[config.mk]
export PLATFORM = sky130hd
export DESIGN_NAME = uart_tx_port
export DESIGN_NICKNAME = d
export VERILOG_FILES = /design/src/rtl/uart_tx_port_pkg.sv /design/src/rtl/uart_tx_port_sync_fifo.sv /design/src/rtl/uart_tx_port.sv
export SDC_FILE = /design/constraint.sdc
export NUM_CORES = 1
export LEC_CHECK = 0
export BUFFER_PORTS_ARGS = -buffer_cell sky130_fd_sc_hd__buf_2
export CORE_ASPECT_RATIO = 0.8
export CORE_MARGIN = 2
export CORE_UTILIZATION = 65
export CTS_CLUSTER_DIAMETER = 150
export DETAILED_ROUTE_END_ITERATION = 10
export PLACE_DENSITY_LB_ADDON = 0.2
export SETUP_SLACK_MARGIN = 0.1
export SYNTH_ARGS = -nofsm -noshare
export SYNTH_HDL_FRONTEND = slang
export SYNTH_SLANG_ARGS = --single-unit
[constraint.sdc]
create_clock -name clk -period 5.7 [get_ports clk]
set_input_delay 0.285 -clock clk [delete_from_list [all_inputs] [get_ports clk]]
set_output_delay 0.285 -clock clk [all_outputs]
set_load 0.01 [all_outputs]
[src/rtl/uart_tx_port_pkg.sv]
// Shared definitions for the UART transmit port: register map, STATUS layout, FSM states.
package uart_tx_port_pkg;

  // Register addresses (Address[3:0])
  localparam logic [3:0] AddrTxData = 4'h0;
  localparam logic [3:0] AddrStatus = 4'h1;
  localparam logic [3:0] AddrPrescH = 4'h2;
  localparam logic [3:0] AddrPrescL = 4'h3;

  // STATUS bit positions
  localparam int unsigned StatusBusy  = 0;
  localparam int unsigned StatusFull  = 1;
  localparam int unsigned StatusEmpty = 2;
  localparam int unsigned StatusOvf   = 3;

  // Serializer states
  typedef enum logic [1:0] {
    StIdle  = 2'd0,
    StStart = 2'd1,
    StData  = 2'd2,
    StStop  = 2'd3
  } tx_state_e;

endpackage

[src/rtl/uart_tx_port_sync_fifo.sv]
// Synchronous FIFO with extra-MSB pointers so full/empty stay exact across wrap-around.
// A push while full is accepted only when a pop retires an entry in the same cycle.
module uart_tx_port_sync_fifo #(
  parameter int unsigned Width = 8,
  parameter int unsigned AddrW = 3
) (
  input  logic             clk,
  input  logic             rst,
  input  logic             push,
  input  logic             pop,
  input  logic [Width-1:0] wdata,
  output logic [Width-1:0] rdata,
  output logic             full,
  output logic             empty
);

  localparam int unsigned Depth = 2 ** AddrW;

  logic [Width-1:0] mem_q [Depth];
  logic [AddrW:0]   wr_ptr_q, rd_ptr_q;
  logic             do_push, do_pop;

  assign empty   = (wr_ptr_q == rd_ptr_q);
  assign full    = (wr_ptr_q[AddrW] != rd_ptr_q[AddrW]) &&
                   (wr_ptr_q[AddrW-1:0] == rd_ptr_q[AddrW-1:0]);
  assign do_pop  = pop & ~empty;
  assign do_push = push & (~full | do_pop);
  assign rdata   = mem_q[rd_ptr_q[AddrW-1:0]];

  // Pointer update
  always_ff @(posedge clk or negedge rst) begin
    if (!rst) begin
      wr_ptr_q <= '0;
      rd_ptr_q <= '0;
    end else begin
      if (do_push) wr_ptr_q <= wr_ptr_q + 1'b1;
      if (do_pop)  rd_ptr_q <= rd_ptr_q + 1'b1;
    end
  end

  // Storage write; contents need no reset since empty masks them
  always_ff @(posedge clk) begin
    if (do_push) mem_q[wr_ptr_q[AddrW-1:0]] <= wdata;
  end

endmodule

[src/rtl/uart_tx_port.sv]
// Memory-mapped UART transmitter: bus registers, TX FIFO and baud-timed 8N1 serializer.
module uart_tx_port
  import uart_tx_port_pkg::*;
#(
  parameter int unsigned FIFO_AW   = 3,
  parameter logic [15:0] PRESC_RST = 16'h0000
) (
  input  logic       clk,
  input  logic       rst,
  input  logic [3:0] Address,
  input  logic [7:0] DI,
  output logic [7:0] DO,
  input  logic       rw,
  input  logic       cs,
  output logic       txd,
  output logic       tx_irq
);

  logic        wr_en, rd_en, push, status_rd, ovf_set;
  logic [15:0] presc_q;
  logic        ovf_q;
  logic [7:0]  rd_data;

  logic        fifo_pop, fifo_full, fifo_empty;
  logic [7:0]  fifo_rdata;

  tx_state_e   state_q, state_d;
  logic [15:0] cnt_q, cnt_d;
  logic [2:0]  bit_q, bit_d;
  logic [7:0]  shreg_q, shreg_d;

  assign wr_en     = cs & ~rw;
  assign rd_en     = cs & rw;
  assign push      = wr_en && (Address == AddrTxData);
  assign status_rd = rd_en && (Address == AddrStatus);
  // A same-cycle pop frees a slot, so only a push that really cannot land overflows
  assign ovf_set   = push & fifo_full & ~fifo_pop;
  assign tx_irq    = fifo_empty & (state_q == StIdle);

  uart_tx_port_sync_fifo #(
    .Width (8),
    .AddrW (FIFO_AW)
  ) u_fifo (
    .clk   (clk),
    .rst   (rst),
    .push  (push),
    .pop   (fifo_pop),
    .wdata (DI),
    .rdata (fifo_rdata),
    .full  (fifo_full),
    .empty (fifo_empty)
  );

  // Prescaler register writes
  always_ff @(posedge clk or negedge rst) begin
    if (!rst) begin
      presc_q <= PRESC_RST;
    end else if (wr_en) begin
      if (Address == AddrPrescH) presc_q[15:8] <= DI;
      if (Address == AddrPrescL) presc_q[7:0]  <= DI;
    end
  end

  // Sticky overflow flag; a new overflow beats a coincident STATUS-read clear
  always_ff @(posedge clk or negedge rst) begin
    if (!rst) ovf_q <= 1'b0;
    else      ovf_q <= ovf_set | (ovf_q & ~status_rd);
  end

  // Read data mux
  always_comb begin
    rd_data = 8'h00;
    case (Address)
      AddrStatus: begin
        rd_data[StatusOvf]   = ovf_q;
        rd_data[StatusEmpty] = fifo_empty;
        rd_data[StatusFull]  = fifo_full;
        rd_data[StatusBusy]  = (state_q != StIdle);
      end
      AddrPrescH: rd_data = presc_q[15:8];
      AddrPrescL: rd_data = presc_q[7:0];
      default:    rd_data = 8'h00;
    endcase
  end

  // Registered read port, holds when not read
  always_ff @(posedge clk or negedge rst) begin
    if (!rst)       DO <= 8'h00;
    else if (rd_en) DO <= rd_data;
  end

  // Serializer state registers
  always_ff @(posedge clk or negedge rst) begin
    if (!rst) begin
      state_q <= StIdle;
      cnt_q   <= '0;
      bit_q   <= '0;
      shreg_q <= '0;
    end else begin
      state_q <= state_d;
      cnt_q   <= cnt_d;
      bit_q   <= bit_d;
      shreg_q <= shreg_d;
    end
  end

  // Serializer next state, FIFO pop and line level
  always_comb begin
    state_d  = state_q;
    cnt_d    = cnt_q;
    bit_d    = bit_q;
    shreg_d  = shreg_q;
    fifo_pop = 1'b0;
    txd      = 1'b1;
    case (state_q)
      StIdle: begin
        if (!fifo_empty && (presc_q != 16'd0)) begin
          fifo_pop = 1'b1;
          shreg_d  = fifo_rdata;
          cnt_d    = presc_q;
          state_d  = StStart;
        end
      end
      StStart: begin
        txd = 1'b0;
        if (cnt_q == 16'd0) begin
          cnt_d   = presc_q;
          bit_d   = 3'd0;
          state_d = StData;
        end else begin
          cnt_d = cnt_q - 16'd1;
        end
      end
      StData: begin
        txd = shreg_q[0];
        if (cnt_q == 16'd0) begin
          cnt_d   = presc_q;
          shreg_d = {1'b0, shreg_q[7:1]};
          bit_d   = bit_q + 3'd1;
          if (bit_q == 3'd7) state_d = StStop;
        end else begin
          cnt_d = cnt_q - 16'd1;
        end
      end
      StStop: begin
        txd = 1'b1;
        if (cnt_q == 16'd0) begin
          // Chain straight into the next frame when data is waiting
          if (!fifo_empty && (presc_q != 16'd0)) begin
            fifo_pop = 1'b1;
            shreg_d  = fifo_rdata;
            cnt_d    = presc_q;
            state_d  = StStart;
          end else begin
            state_d = StIdle;
          end
        end else begin
          cnt_d = cnt_q - 16'd1;
        end
      end
      default: state_d = StIdle;
    endcase
  end

endmodule

# ---- Word-level counts from Yosys, hierarchy flattened
# Memory sizes are Yosys's and may differ from the RTL's.
# Cells that the tools add are included.
dict set report classes {
  n_eq_ne 15
  n_bitwise 15
  n_mux 26
  add_sub_neg 4
  n_reduce_logical 18
}
# cell n
set op_table {}
lappend op_table {{two-way mux 16 bit} 3}
lappend op_table {{one-hot mux 16 bit (3 select lines)} 1}
lappend op_table {{two-way mux 8 bit} 3}
lappend op_table {{one-hot mux 8 bit (3 select lines)} 1}
lappend op_table {{logical NOT 16 bit} 1}
lappend op_table {{nonzero test 16 bit} 1}
lappend op_table {{subtractor 16 x 1 -> 16 bit, second input constant} 1}
lappend op_table {{one-hot mux 4 bit (3 select lines)} 1}
lappend op_table {{two-way mux 2 bit} 5}
lappend op_table {{adder 4 x 1 -> 4 bit, second input constant} 2}
lappend op_table {{AND 1 bit} 8}
lappend op_table {{== test 4 x 2 -> 1 bit, second input constant} 2}
lappend op_table {{inequality test 2 bit, second input constant} 4}
lappend op_table {{one-hot mux 2 bit (4 select lines)} 1}
lappend op_table {{one-hot mux 4 bit (2 select lines)} 1}
lappend op_table {{two-way mux 3 bit} 2}
lappend op_table {{one-hot mux 3 bit (2 select lines)} 1}
lappend op_table {{AND reduction 3 bit} 2}
lappend op_table {{two-way mux 1 bit} 5}
lappend op_table {{inverter 1 bit} 5}
lappend op_table {{AND reduction 5 bit} 1}
lappend op_table {{== test 2 bit, second input constant} 2}
lappend op_table {{== test 4 x 1 -> 1 bit, second input constant} 1}
lappend op_table {{== test 4 bit} 1}
lappend op_table {{other kinds (16)} 23}
dict set report totals {
  mem_count 1
  register_bits 62
  wordCells 89
  input_bits 16
  ram_bits 64
}
# memory words word_bits rd rd_ports_with_merged_regs wr line
set mem_list {}
lappend mem_list {u_fifo.mem_q 8 8 1 0 1 uart_tx_port_sync_fifo.sv:19} ;# logic [Width-1:0] mem_q [Depth];

# ---- Logic depth before layout (Yosys ltp)
# Gate-level depths: netlist of run 1.
dict set report logic_depth {
  word_depth 11
  mapped_depth 9
  ltp_nobuf 7
}

# ---- Hierarchy
# A second synthesis of run 1 with hierarchy kept.
dict set report hier_totals {
  hier_cells 427
  hier_area_um2 5909.4
}
# mod cells_per_inst area_per_inst_um2 seq_area_each_um2 instances
set modules_own_cells {}
lappend modules_own_cells {uart_tx_port_sync_fifo 147 3005.4 2122.0 1}
lappend modules_own_cells {uart_tx_port 280 2904.0 1351.3 1}

# ---- Worst setup path before layout of run 1
# No wires, ideal clock.
dict set report synth_timing {
  path_kind {reg-to-reg}
  start {register u_fifo.rd_ptr_q[0]}
  end {memory u_fifo.mem_q[2][0] (enable)}
  required_time_ps 5302
  stages_incl_launch_ff 8
  arrival_time_ps 2614
  slack_ps 2688
  cell_sequence {dfrtp_1 -> buf_4 -> xor2_1 -> nor4b_2 -> or4_1 -> a2bb2oi_1 -> buf_2 -> nor4b_1}
}
dict set report synth_between {
  elab_chain_len 11
  elab_cells_between_ends 15
}
# element line
set synth_rtl {}
lappend synth_rtl {{start, declared} uart_tx_port_sync_fifo.sv:20} ;# logic [AddrW:0] wr_ptr_q, rd_ptr_q;
lappend synth_rtl {{start signal, assigned} uart_tx_port_sync_fifo.sv:37} ;# if (do_pop) rd_ptr_q <= rd_ptr_q + 1'b1;
lappend synth_rtl {{== test 4 bit} uart_tx_port_sync_fifo.sv:23} ;# assign empty = (wr_ptr_q == rd_ptr_q);
lappend synth_rtl {{logical NOT 1 bit} {uart_tx_port.sv:117, uart_tx_port.sv:149}}
lappend synth_rtl {{logical AND 1 bit} {uart_tx_port.sv:117, uart_tx_port.sv:149}}
lappend synth_rtl {{two-way mux 1 bit} {uart_tx_port.sv:117, uart_tx_port.sv:149}}
lappend synth_rtl {{two-way mux 1 bit} uart_tx_port.sv:147} ;# if (cnt_q == 16'd0) begin
lappend synth_rtl {{one-hot mux 1 bit (2 select lines)} uart_tx_port.sv:115} ;# case (state_q)
lappend synth_rtl {{AND 1 bit} uart_tx_port_sync_fifo.sv:26} ;# assign do_pop = pop & ~empty;
lappend synth_rtl {{OR 1 bit (*)} uart_tx_port_sync_fifo.sv:27} ;# assign do_push = push & (~full | do_pop);
lappend synth_rtl {{AND 1 bit (*)} uart_tx_port_sync_fifo.sv:27}
lappend synth_rtl {{two-way mux 1 bit (*)} uart_tx_port_sync_fifo.sv:43} ;# if (do_push) mem_q[wr_ptr_q[AddrW-1:0]] <= wdata;
lappend synth_rtl {{two-way mux 1 bit (implied by the code) (*)} uart_tx_port_sync_fifo.sv:43}
lappend synth_rtl {{end, declared} uart_tx_port_sync_fifo.sv:19}
# Mark *: on every way between the ends. The rest lies on a longest branch, timed or not.

# ---- Worst setup path after layout of run 1
dict set report layout_timing {
  start {register cnt_q[1]}
  end {memory u_fifo.mem_q[5][3] (enable)}
}
dict set report layout_between {
  elab_chain_len 8
}
# element line
set layout_rtl {}
lappend layout_rtl {{start, declared} uart_tx_port.sv:28} ;# logic [15:0] cnt_q, cnt_d;
lappend layout_rtl {{start signal, assigned} uart_tx_port.sv:101} ;# cnt_q <= cnt_d;
lappend layout_rtl {{logical NOT 16 bit} uart_tx_port.sv:147}
lappend layout_rtl {{two-way mux 1 bit} uart_tx_port.sv:147}
lappend layout_rtl {{one-hot mux 1 bit (2 select lines)} uart_tx_port.sv:115}
lappend layout_rtl {{AND 1 bit} uart_tx_port_sync_fifo.sv:26}
lappend layout_rtl {{OR 1 bit} uart_tx_port_sync_fifo.sv:27}
lappend layout_rtl {{AND 1 bit} uart_tx_port_sync_fifo.sv:27}
lappend layout_rtl {{two-way mux 1 bit} uart_tx_port_sync_fifo.sv:43}
lappend layout_rtl {{two-way mux 1 bit (implied by the code)} uart_tx_port_sync_fifo.sv:43}
# No other way between the ends.

==> parameters.txt, run 1 <==
Parameter                              Value

Logic synthesis
  Most area-hungry cell type in the Yosys netlist    sky130_fd_sc_hd__edfxtp_1
  Fraction of synthesized cell area taken by the top area cell type    31.8%
  Nets in the synthesized netlist    487
  Mean post-synth cell area    13.1 sq um
  Number of enable flip-flop cells after synthesis    64
  Most instantiated library cell after synthesis    sky130_fd_sc_hd__edfxtp_1
  Post-Syn Instances    461
  Proportion of synthesized chip area in sequential cells    57.4%
  Distinct cell type count of the synthesized netlist    54
  Top cells by instance count after synthesis    sky130_fd_sc_hd__edfxtp_1, sky130_fd_sc_hd__dfrtp_1, sky130_fd_sc_hd__nand2_1, sky130_fd_sc_hd__mux2_2, sky130_fd_sc_hd__o21ai_0
  Most common flop cell mapped by yosys    sky130_fd_sc_hd__edfxtp_1
  Ys Warns    0
  Total standard cell area after synthesis    6050 sq um
  Asr flop ratio synth    49.2%
  Cells taking the most area after synthesis    sky130_fd_sc_hd__edfxtp_1, sky130_fd_sc_hd__dfrtp_1, sky130_fd_sc_hd__mux4_2
  Synth Register Bits    126

Route
  Avg WL per Cell    24.2 um
  Final ANT Viol Nets    0
  Number of search-and-repair iterations in the first detailed-routing pass    5
  Drt total wl    14.8 mm
  Via-per-instance ratio    6.92
  Routed vias    4213
  Post-detailed-route DRC marker count    0
  Starting DRC count in detailed routing    531

Setup path
  Critical R2R Capture    u_fifo.mem_q[5][3]$_DFFE_PP_
  Required time reported for the critical path endpoint    5730 ps
  CP Buf/Inv Count    2
  Ordered list of cells on the worst path    inv_1 > ha_1 > nor4b_1 > and4_1 > a21oi_2 > a2bb2oi_1 > buf_4 > nor3_1
  Reg2reg setup slack    2120 ps
  Number of cells on the critical path    8
  Kind of launch point of the worst setup path    flip-flop
  Source of the critical timing path    cnt_q[1]$_DFF_PN0_
  Count of cells along the worst register-to-register path    8
  Largest stage delay, worst path    840 ps
  Critical Setup Path Class    flip-flop to flip-flop
  Worst path top cell family by delay    simple AND/OR/NAND/NOR gates
  Termination of the worst setup path    u_fifo.mem_q[5][3]$_DFFE_PP_
  CP max FO    18
  Worst path arrival time    3610 ps
  Endpoint kind of the worst setup timing path    flip-flop
  Worst path slowest cell    sky130_fd_sc_hd__nor3_1
  Startpoint of the lowest-slack register-to-register path    cnt_q[1]$_DFF_PN0_

Clocking
  CTS Root Buffer Type    sky130_fd_sc_hd__clkbuf_16
  Post-CTS sizing    0
  Count of hold buffers inserted by post-cts repair    0
  CTS sink cnt    126
  Maximum level of the CTS H-tree    4
  TritonCTS clock tree    built
  Register clock-pin slew on the reported worst setup and hold paths    60 ps
  Number of setup buffers added after CTS    0
  Buffer depth of the longest clock path    2
  Clock buffer count from CTS    17
  Clock latency on the worst-skew pair    420 ps

Power
  Worst supply voltage drop on vdd    0.380 mV
  Pleak    2.62 nW
  Reported net switching power    1.36 mW
  Cell-internal power    2.29 mW
  Total power divided by cell area    538 nW/um^2
  Part of the power in combinational logic    36.8%
  Share of total power in the clock network    27.1%
  Switching portion of total power    37.2%
  Sequential share of power    36.1%

Hold path
  Worst hold path class    input pin to async pin

Place
  Routability cong.    0.891
  Detail Placement HPWL    9.61 mm
  Number of buffer cells added on primary ports    25

Floorplanning
  Die Width    112 um
  Die Span Y    90.3 um
  Core Box Area    9040 sq um
  Number of top-level pins    26
  Number of rows created at floorplan    31
  Initial standard-cell utilization of the core    66.9%
  Die ar.    10100 sq um

Finish
  Post-synthesis to final-layout area growth    12.0%
  Final core occ    75.0%
  Antenna Cells    0
  Final layout net count    508
  Filler Cells Inserted    576
  Share of layout cells above drive strength 1    21.1%

GRT
  First-pass GRT wire length    23.4 mm
  Maximum number of pins on one net before global-route repair    63
  Number of antenna violations at the first check in global routing    0
  Via count of the first global-routing pass    4133
  Total global-route track usage    31.2%
  Total congestion overflow    0

Timing
  Worst-case clock skew    13.3 ps
  Pins over their slew limit    0
  Achievable Freq    279 MHz
  Number of endpoints failing setup at the final stage    0
  Fin Hold WS    54.9 ps
  RSZ-0062 raised after global routing    false
  Endpoints failing hold    0
  Final-layout setup total negative slack    0 ps
  Measured slew at the worst slew-check pin    1030 ps
  Tcrit/Tclk final    62.9%
  Max-slew headroom at the worst pin    30.6%
  Final Critical Period    3580 ps

Status
  Status    finished, final reports clean

Run
  Number of maximum-capacitance violations    0
registers in the layout (all words and copies together), names as in the netlist:
signal,cells
DO,8
bit_q,3
cnt_q,16
ovf_q,1
presc_q,16
shreg_q,8
state_q,2
u_fifo.mem_q,64
u_fifo.rd_ptr_q,4
u_fifo.wr_ptr_q,4
routing by layer:
metal  wire, um  share of wire (%)  vias to the layer above  global-route usage, %
li1           -                  -                     1837                      -
met1       6320                 43                     2094                   47.3
met2       6490                 44                      254                   43.3
met3       1690                 11                       28                   10.0
met4        258                1.7                        0                   10.3
met5          0                  0                        -                      0
through the flow:
| step | total power, mW | instances | worst slack [ps] | area [sq um] |
|---|---|---|---|---|
| global route | 3.83 | 609 | 1790 | 6780 |
| CTS | 3.63 | 609 | 2170 | 6780 |
| finish | 3.65 | 609 | 2120 | 6780 |
| global placement | 2.58 | 578 | 2400 | 6240 |
| floorplan | 2.32 | 461 | 2690 | 6050 |
| detailed placement | 2.64 | 578 | 2170 | 6240 |
cells by family after synthesis:
logic type / count (synthesis) / synth area share [%]
buffers and inverters: 37 / 2.63
xor gates and xnor gates: 17 / 2.46
muxes: 68 / 15.2
and+or+nand+nor: 118 / 10.9
DFF: 126 / 57.4
adders and majority gates: 10 / 2.07
AOI/OAI and AO/OA: 85 / 9.37
power groups by stage:
stage                     clock network, mW  registers, mW  logic, mW
after floorplan                           0           1.20       1.11
after global placement                    0           1.31       1.27
after detailed placement                  0           1.32       1.32
after CTS                             0.996           1.31       1.33
after global routing                   1.03           1.34       1.46
final                                 0.990           1.32       1.34
cell usage in the layout (no fill, tap or decap), types with 3 or more instances in the layout:
cell / netlist / routed
sky130_fd_sc_hd__edfxtp_1: 64 / 64
sky130_fd_sc_hd__dfrtp_1: 62 / 62
sky130_fd_sc_hd__nand2_1: 30 / 30
sky130_fd_sc_hd__mux2_2: 25 / 25
sky130_fd_sc_hd__buf_2: 6 / 25
sky130_fd_sc_hd__o21ai_0: 24 / 24
sky130_fd_sc_hd__mux2i_1: 23 / 23
sky130_fd_sc_hd__a22oi_1: 20 / 20
sky130_fd_sc_hd__clkbuf_16: 0 / 17
sky130_fd_sc_hd__nor2_1: 16 / 16
sky130_fd_sc_hd__mux4_2: 16 / 16
sky130_fd_sc_hd__o22ai_1: 14 / 14
sky130_fd_sc_hd__nor4_1: 14 / 13
sky130_fd_sc_hd__xor2_1: 12 / 12
sky130_fd_sc_hd__nor3_1: 11 / 11
sky130_fd_sc_hd__inv_1: 10 / 10
sky130_fd_sc_hd__ha_1: 10 / 10
sky130_fd_sc_hd__or4_1: 8 / 8
sky130_fd_sc_hd__nand3_1: 7 / 7
sky130_fd_sc_hd__xnor2_1: 5 / 5
sky130_fd_sc_hd__nand2b_1: 4 / 4
sky130_fd_sc_hd__a21oi_1: 4 / 4
sky130_fd_sc_hd__mux2_1: 4 / 4
sky130_fd_sc_hd__clkinvlp_4: 0 / 4
sky130_fd_sc_hd__buf_4: 3 / 4
sky130_fd_sc_hd__nor4b_1: 5 / 3
sky130_fd_sc_hd__nor4b_2: 1 / 3
sky130_fd_sc_hd__o31ai_1: 3 / 3
sky130_fd_sc_hd__or3_1: 3 / 3
sky130_fd_sc_hd__o21a_1: 3 / 3
sky130_fd_sc_hd__and3_1: 3 / 3
sky130_fd_sc_hd__a31oi_1: 3 / 3
sky130_fd_sc_hd__clkbuf_1: 16 / 3
final cells by class:
cell class                      count  area, sq um  area share [%]
Clock inverter                     11         95.1            1.40
Tap cell                          115          144            2.12
Inverter                           10         37.5           0.554
Sequential cell                   126         3470            51.3
Multi-Input combinational cell    298         2430            35.9
Clock buffer                       20          437            6.45
Timing Repair Buffer               29          155            2.29
worst min-delay path by stage:
stage                               startpoint                    to  slack (ps)
after CTS                                  rst   cnt_q[13]$_DFF_PN0_          70
final                                      rst   cnt_q[13]$_DFF_PN0_          50
after global placement    bit_q[2]$_DFFE_PN0P_  bit_q[2]$_DFFE_PN0P_         460
after global routing                       rst   cnt_q[13]$_DFF_PN0_         120
after detailed placement  bit_q[1]$_DFFE_PN0P_  bit_q[1]$_DFFE_PN0P_         470
after floorplan                            rst     DO[0]$_DFFE_PN0P_         -10
Note: power is estimated with default switching activity, not from simulation.
==> run 2: changes to the inputs <==
--- a/config.mk
+++ b/config.mk
@@ -8,7 +8,7 @@
 export BUFFER_PORTS_ARGS = -buffer_cell sky130_fd_sc_hd__buf_2
 export CORE_ASPECT_RATIO = 0.8
 export CORE_MARGIN = 2
-export CORE_UTILIZATION = 65
+export CORE_UTILIZATION = 56
 export CTS_CLUSTER_DIAMETER = 150
 export DETAILED_ROUTE_END_ITERATION = 10
 export PLACE_DENSITY_LB_ADDON = 0.2
==> constraint.sdc (replaced) <==
create_clock -name clk -period 3.1 [get_ports clk]
set_input_delay 0.155 -clock clk [delete_from_list [all_inputs] [get_ports clk]]
set_output_delay 0.155 -clock clk [all_outputs]
set_load 0.01 [all_outputs]
==> parameters.txt, run 2 (synthesized netlist as in run 1, its figures left out) <==
Parameter                              Value

Clocking
  Clock buffer count from CTS    17 (unchanged)
  CTS Root Buffer Type    sky130_fd_sc_hd__clkbuf_16
  TritonCTS clock tree    built
  CTS sink cnt    126 (unchanged)
  Number of setup buffers added after CTS    0 (unchanged)
  Buffer depth of the longest clock path    2 (unchanged)
  Maximum level of the CTS H-tree    4 (unchanged)
  Register clock-pin slew on the reported worst setup and hold paths    60 ps (about the same)
  Clock latency on the worst-skew pair    420 ps (about the same)

Setup path
  Worst path slowest cell    sky130_fd_sc_hd__dfrtp_1
  CP max FO    11 (-7)
  Startpoint of the lowest-slack register-to-register path    u_fifo.wr_ptr_q[2]$_DFFE_PN0P_
  Count of cells along the worst register-to-register path    8 (unchanged)
  Largest stage delay, worst path    580 ps (-260 ps)
  Worst path arrival time    2730 ps (-880 ps)
  Termination of the worst setup path    u_fifo.mem_q[0][5]$_DFFE_PP_
  Ordered list of cells on the worst path    xor2_1 > nor4b_2 > buf_4 > or4_1 > a2bb2oi_1 > buf_4 > nor4_2 > buf_4
  Worst path top cell family by delay    simple AND/OR/NAND/NOR gates
  Cell occurring most often along the worst timing path    sky130_fd_sc_hd__buf_4
  Number of cells on the critical path    8 (unchanged)
  Critical Setup Path Class    flip-flop to flip-flop
  Endpoint kind of the worst setup timing path    flip-flop
  Critical R2R Capture    u_fifo.mem_q[0][5]$_DFFE_PP_
  Kind of launch point of the worst setup path    flip-flop
  Source of the critical timing path    u_fifo.wr_ptr_q[2]$_DFFE_PN0P_
  Required time reported for the critical path endpoint    3220 ps (-2510 ps)
  CP Buf/Inv Count    3 (+1)
  Reg2reg setup slack    490 ps (-1630 ps)

Place
  Detail Placement HPWL    9.23 mm (-3.9%)
  Routability cong.    0.880 (-1.3%)
  Number of buffer cells added on primary ports    25 (unchanged)

Timing
  Achievable Freq    383 MHz (+37%)
  Endpoints failing hold    0 (unchanged)
  Max-slew headroom at the worst pin    32.8% (+2.2 points)
  Measured slew at the worst slew-check pin    1010 ps (-25.2 ps)
  Fin Hold WS    26.3 ps (-28.6 ps)
  Number of endpoints failing setup at the final stage    0 (unchanged)
  Final Critical Period    2610 ps (-970 ps)
  Pins over their slew limit    0 (unchanged)
  Tcrit/Tclk final    84.3% (+21 points)
  Worst-case clock skew    11.0 ps (-2.21 ps)
  RSZ-0062 raised after global routing    false
  Final-layout setup total negative slack    0 ps (unchanged)

Status
  Status    finished, final reports clean

Power
  Total power divided by cell area    984 nW/um^2 (+83%)
  Pleak    2.74 nW (+4.5%)
  Power after layout    6.88 mW (+89%)
  Worst supply voltage drop on vdd    0.531 mV (+40%)

Hold path
  Worst hold path class    input pin to flip-flop

Finish
  Most frequent standard cell in the layout excluding fill and tap cells    sky130_fd_sc_hd__edfxtp_1
  Area of the multi-input gates    2440 sq um (+0.26%)
  Sequential cell area    3470 sq um (unchanged)
  Commonest non-fill, non-tap cells in the layout    sky130_fd_sc_hd__edfxtp_1, sky130_fd_sc_hd__dfrtp_1, sky130_fd_sc_hd__nand2_1, sky130_fd_sc_hd__mux2_2, sky130_fd_sc_hd__buf_2
  Antenna Cells    0 (unchanged)
  Filler Cells Inserted    717 (+24%)
  Largest register FFs    64 (unchanged)
  Final layout net count    526 (+3.5%)
  Post-synthesis to final-layout area growth    15.6%
  Share of layout cells above drive strength 1    24.4% (+3.3 points)
  Final core occ    67.5% (-7.5 points)

Run
  Number of maximum-capacitance violations    0 (unchanged)

GRT
  Total global-route track usage    25.0% (-6.2 points)
  Via count of the first global-routing pass    4004 (-3.1%)
  Number of antenna violations at the first check in global routing    0 (unchanged)
  Total congestion overflow    0 (unchanged)
  Maximum number of pins on one net before global-route repair    46 (-27%)
  First-pass GRT wire length    21.9 mm (-6.6%)

Route
  Drt total wl    13.4 mm (-9.0%)
  Avg WL per Cell    20.6 um (-15%)
  Final ANT Viol Nets    0 (unchanged)
  Routed vias    4087 (-3.0%)
  Number of search-and-repair iterations in the first detailed-routing pass    5 (unchanged)
  Via-per-instance ratio    6.26 (-9.5%)
  Post-detailed-route DRC marker count    0 (unchanged)
  Starting DRC count in detailed routing    496 (-6.6%)

Floorplanning
  Number of top-level pins    26 (unchanged)
  Die ar.    11700 sq um (+15%)
  Number of rows created at floorplan    33 (+6.5%)
  Die Width    120 um (+7.5%)
  Core Box Area    10400 sq um (+15%)
  Die Span Y    96.9 um (+7.4%)
  Initial standard-cell utilization of the core    58.3% (-8.6 points)
==> run 2: layout make-up <==
cell class / count / share of cell area [%]
Sequential cell: 126 / 49.7
Clock buffer: 19 / 6.19
Tap cell: 140 / 2.51
Clock inverter: 13 / 2.00
Inverter: 10 / 0.537
Timing Repair Buffer: 47 / 4.19
Multi-Input combinational cell: 298 / 34.9
==> run 2: where the power goes <==
part	internal [mW]	switching, mW
sequential	2.02	0.310
clock	1.18	0.737
combinational	1.19	1.44
==> run 2: routing by layer <==
metal	wire length, um	vias up	GRT usage (%)
met5	0	-	0
met4	156	0	7.87
met3	1010	18	6.66
met2	6080	145	36.3
met1	6190	2056	37.0
li1	-	1868	-
==> run 2: worst min path at each step <==
stage	start	endpoint	slack, ps	cells past startpoint
after floorplan	rst	DO[0]$_DFFE_PN0P_	-140	0
after global placement	rst	cnt_q[7]$_DFF_PN0_	370	1
after detailed placement	rst	cnt_q[7]$_DFF_PN0_	390	1
after CTS	Address[2]	ovf_q$_DFF_PN0_	20	3
after global routing	Address[3]	ovf_q$_DFF_PN0_	30	3
final	Address[3]	ovf_q$_DFF_PN0_	30	3
==> run 2: tightest hold or removal path, cell delays in order <==
cell and delay [ps]:
sky130_fd_sc_hd__buf_2 100, sky130_fd_sc_hd__o41ai_1 80, sky130_fd_sc_hd__o31ai_1 70
==> run 2: timing repair <==
action	CTS	global route
hold endpoints to repair	44	0
resized for setup	0	0
hold buffers	1	0
==> run 2: per-stage QoR <==
stage               instances  worst slack, ps  instance area, sq um
detailed placement        620              516                  6410
finish                    653              487                  6990
global route              653              308                  6990
CTS                       653              483                  6990
floorplan                 461             88.3                  6050
global placement          620              568                  6410
==> run 3: changes to the inputs <==
--- a/config.mk
+++ b/config.mk
@@ -8,7 +8,7 @@
 export BUFFER_PORTS_ARGS = -buffer_cell sky130_fd_sc_hd__buf_2
 export CORE_ASPECT_RATIO = 0.8
 export CORE_MARGIN = 2
-export CORE_UTILIZATION = 56
+export CORE_UTILIZATION = 61
 export CTS_CLUSTER_DIAMETER = 150
 export DETAILED_ROUTE_END_ITERATION = 10
 export PLACE_DENSITY_LB_ADDON = 0.2
==> constraint.sdc (replaced) <==
create_clock -name clk -period 2.7 [get_ports clk]
set_input_delay 0.135 -clock clk [delete_from_list [all_inputs] [get_ports clk]]
set_output_delay 0.135 -clock clk [all_outputs]
set_load 0.01 [all_outputs]
==> parameters.txt, run 3 (synthesized netlist as in run 1, its figures left out) <==
Parameter                              Value

Run
  Number of maximum-capacitance violations    0 (unchanged)

Timing
  Setup slack of the critical path after layout    219 ps (-268 ps)
  Endpoints failing hold    0 (unchanged)
  Worst-case clock skew    7.91 ps (-3.14 ps)
  Max-slew headroom at the worst pin    53.0% (+20 points)
  Final Critical Period    2480 ps (-132 ps)
  Number of endpoints failing setup at the final stage    0 (unchanged)
  Tcrit/Tclk final    91.9% (+7.6 points)
  Final-layout setup total negative slack    0 ps (unchanged)
  Achievable Freq    403 MHz (+5.3%)
  Measured slew at the worst slew-check pin    703 ps (-305 ps)
  RSZ-0062 raised after global routing    false
  Pins over their slew limit    0 (unchanged)

Clocking
  Clock buffer count from CTS    17 (unchanged)
  Register clock-pin slew on the reported worst setup and hold paths    60 ps (about the same)
  CTS sink cnt    126 (unchanged)
  Clock latency on the worst-skew pair    420 ps (about the same)
  Buffer depth of the longest clock path    2 (unchanged)
  CTS Root Buffer Type    sky130_fd_sc_hd__clkbuf_16
  Maximum level of the CTS H-tree    4 (unchanged)
  TritonCTS clock tree    built

Finish
  Final core occ    73.8% (+6.4 points)
  Area of the multi-input gates    2460 sq um (+0.82%)
  Final layout net count    546 (+3.8%)
  Final design area excluding fillers    7120 sq um (+1.9%)
  Largest register FFs    64 (unchanged)
  Share of layout cells above drive strength 1    28.3% (+4.0 points)
  Commonest non-fill, non-tap cells in the layout    sky130_fd_sc_hd__edfxtp_1, sky130_fd_sc_hd__dfrtp_1, sky130_fd_sc_hd__buf_4, sky130_fd_sc_hd__nand2_1
  Filler Cells Inserted    628 (-12%)
  Antenna Cells    0 (unchanged)
  Most frequent standard cell in the layout excluding fill and tap cells    sky130_fd_sc_hd__edfxtp_1
  Post-synthesis to final-layout area growth    17.8%
  Sequential cell area    3470 sq um (about the same)

Hold path
  Worst hold path class    input pin to flip-flop
  Hold Startpoint    DI[3]

Setup path
  Startpoint of the lowest-slack register-to-register path    state_q[0]$_DFFE_PN0P_
  Kind of launch point of the worst setup path    flip-flop
  Critical Setup Path Class    flip-flop to flip-flop
  Required time reported for the critical path endpoint    2830 ps (-390 ps)
  Source of the critical timing path    state_q[0]$_DFFE_PN0P_
  Worst path arrival time    2610 ps (-120 ps)
  Endpoint kind of the worst setup timing path    flip-flop
  CP max FO    11 (unchanged)

Power
  Pleak    2.83 nW (+3.2%)
  Total power divided by cell area    1120 nW/um^2 (+14%)
  Worst supply voltage drop on vdd    1.10 mV (+110%)

Place
  Worst setup slack before clock tree synthesis    117 ps (-400 ps)
  Detail Placement HPWL    10.0 mm (+8.5%)
  Placed Instance Area    6520 sq um (+1.7%)
  Routability cong.    0.876 (-0.36%)
  Number of buffer cells added on primary ports    25 (unchanged)

Floorplanning
  Core Box Area    9650 sq um (-6.9%)
  Number of rows created at floorplan    32 (-3.0%)
  Number of top-level pins    26 (unchanged)
  Die ar.    10700 sq um (-7.9%)
  Die Width    115 um (-4.0%)
  Die Span Y    93.1 um (-4.0%)
  Initial standard-cell utilization of the core    62.7% (+4.3 points)

GRT
  Number of antenna violations at the first check in global routing    0 (unchanged)
  First-pass GRT wire length    23.6 mm (+8.0%)
  Via count of the first global-routing pass    4381 (+9.4%)
  Maximum number of pins on one net before global-route repair    29 (-37%)
  Total global-route track usage    29.9% (+4.9 points)
  Total congestion overflow    0 (unchanged)

Status
  Status    finished, final reports clean

Route
  Routed vias    4309 (+5.4%)
  Starting DRC count in detailed routing    591 (+19%)
  Number of search-and-repair iterations in the first detailed-routing pass    5 (unchanged)
  Final ANT Viol Nets    0 (unchanged)
  Drt total wl    14.6 mm (+9.0%)
  Avg WL per Cell    21.9 um (+6.4%)
  Post-detailed-route DRC marker count    0 (unchanged)
  Via-per-instance ratio    6.44 (+2.9%)
[run 3: changes by cell type in the layout (fill, tap and decap cells not counted), moves of 2 or more]
cell	change
sky130_fd_sc_hd__clkinv_2	+2
sky130_fd_sc_hd__buf_4	+18
sky130_fd_sc_hd__nor3_2	+2
sky130_fd_sc_hd__bufinv_16	-2
sky130_fd_sc_hd__clkinv_4	-2
sky130_fd_sc_hd__nor3_1	-2
sky130_fd_sc_hd__inv_6	+4
sky130_fd_sc_hd__dlygate4sd3_1	+2
sky130_fd_sc_hd__clkbuf_1	-2
[run 3: final cells by class]
type,instances,share of cell area [%]
Multi-Input combinational cell,298,34.5
Clock buffer,17,5.97
Timing Repair Buffer,67,6.29
Sequential cell,126,48.8
Tap cell,136,2.39
Inverter,10,0.527
Clock inverter,15,1.51
[run 3: final timing paths]
check | endpoint | slack (ps) | depth (start not counted)
setup / recovery | u_fifo.mem_q[2][3]$_DFFE_PP_ | 220 | 7
hold / removal | u_fifo.mem_q[0][3]$_DFFE_PP_ | 40 | 1
setup reg to reg | u_fifo.mem_q[2][3]$_DFFE_PP_ | 220 | 7
hold reg to reg | bit_q[1]$_DFFE_PN0P_ | 470 | 2
max in group asynchronous | presc_q[5]$_DFFE_PN0P_ | 1750 | 3
min in group asynchronous | cnt_q[7]$_DFF_PN0_ | 210 | 2
[run 3: power by group]
part / internal [mW] / switching (mW) / leakage [nW]
clock network: 1.18 / 0.905 / 0.259
logic: 1.47 / 1.83 / 1.19
registers: 2.32 / 0.310 / 1.38
[run 3: per-layer routing]
| metal | part of all wire [%] | GRT usage [%] | vias to the layer above |
|---|---|---|---|
| met2 | 45 | 42.4 | 214 |
| li1 | - | - | 1904 |
| met1 | 44 | 44.7 | 2161 |
| met3 | 9.5 | 8.75 | 30 |
| met4 | 1.7 | 9.84 | 0 |
| met5 | 0 | 0 | - |
[run 3: metrics by stage]
stage,power (mW),hold WS [ps],std cells
floorplan,4.90,-161,461
global placement,5.68,105,633
detailed placement,5.81,108,633
CTS,7.94,39.7,668
global route,8.40,60.6,669
finish,8.01,38.6,669
[run 3: worst max-delay path, stage by stage, from the launching register on]
cell	delay (ps)
sky130_fd_sc_hd__dfrtp_2	420
sky130_fd_sc_hd__inv_1	100
sky130_fd_sc_hd__ha_1	340
sky130_fd_sc_hd__or4_1	520
sky130_fd_sc_hd__a2bb2oi_1	140
sky130_fd_sc_hd__buf_4	190
sky130_fd_sc_hd__nor4b_2	230
sky130_fd_sc_hd__buf_4	230
[run 3: timing repair]
action,in CTS,in global routing
pin swaps,0,1
hold buffers,3,0
buffers inserted,0,1
endpoints found under the hold margin,18,0
gates resized for setup,1,7
endpoints found under the setup margin,8,73
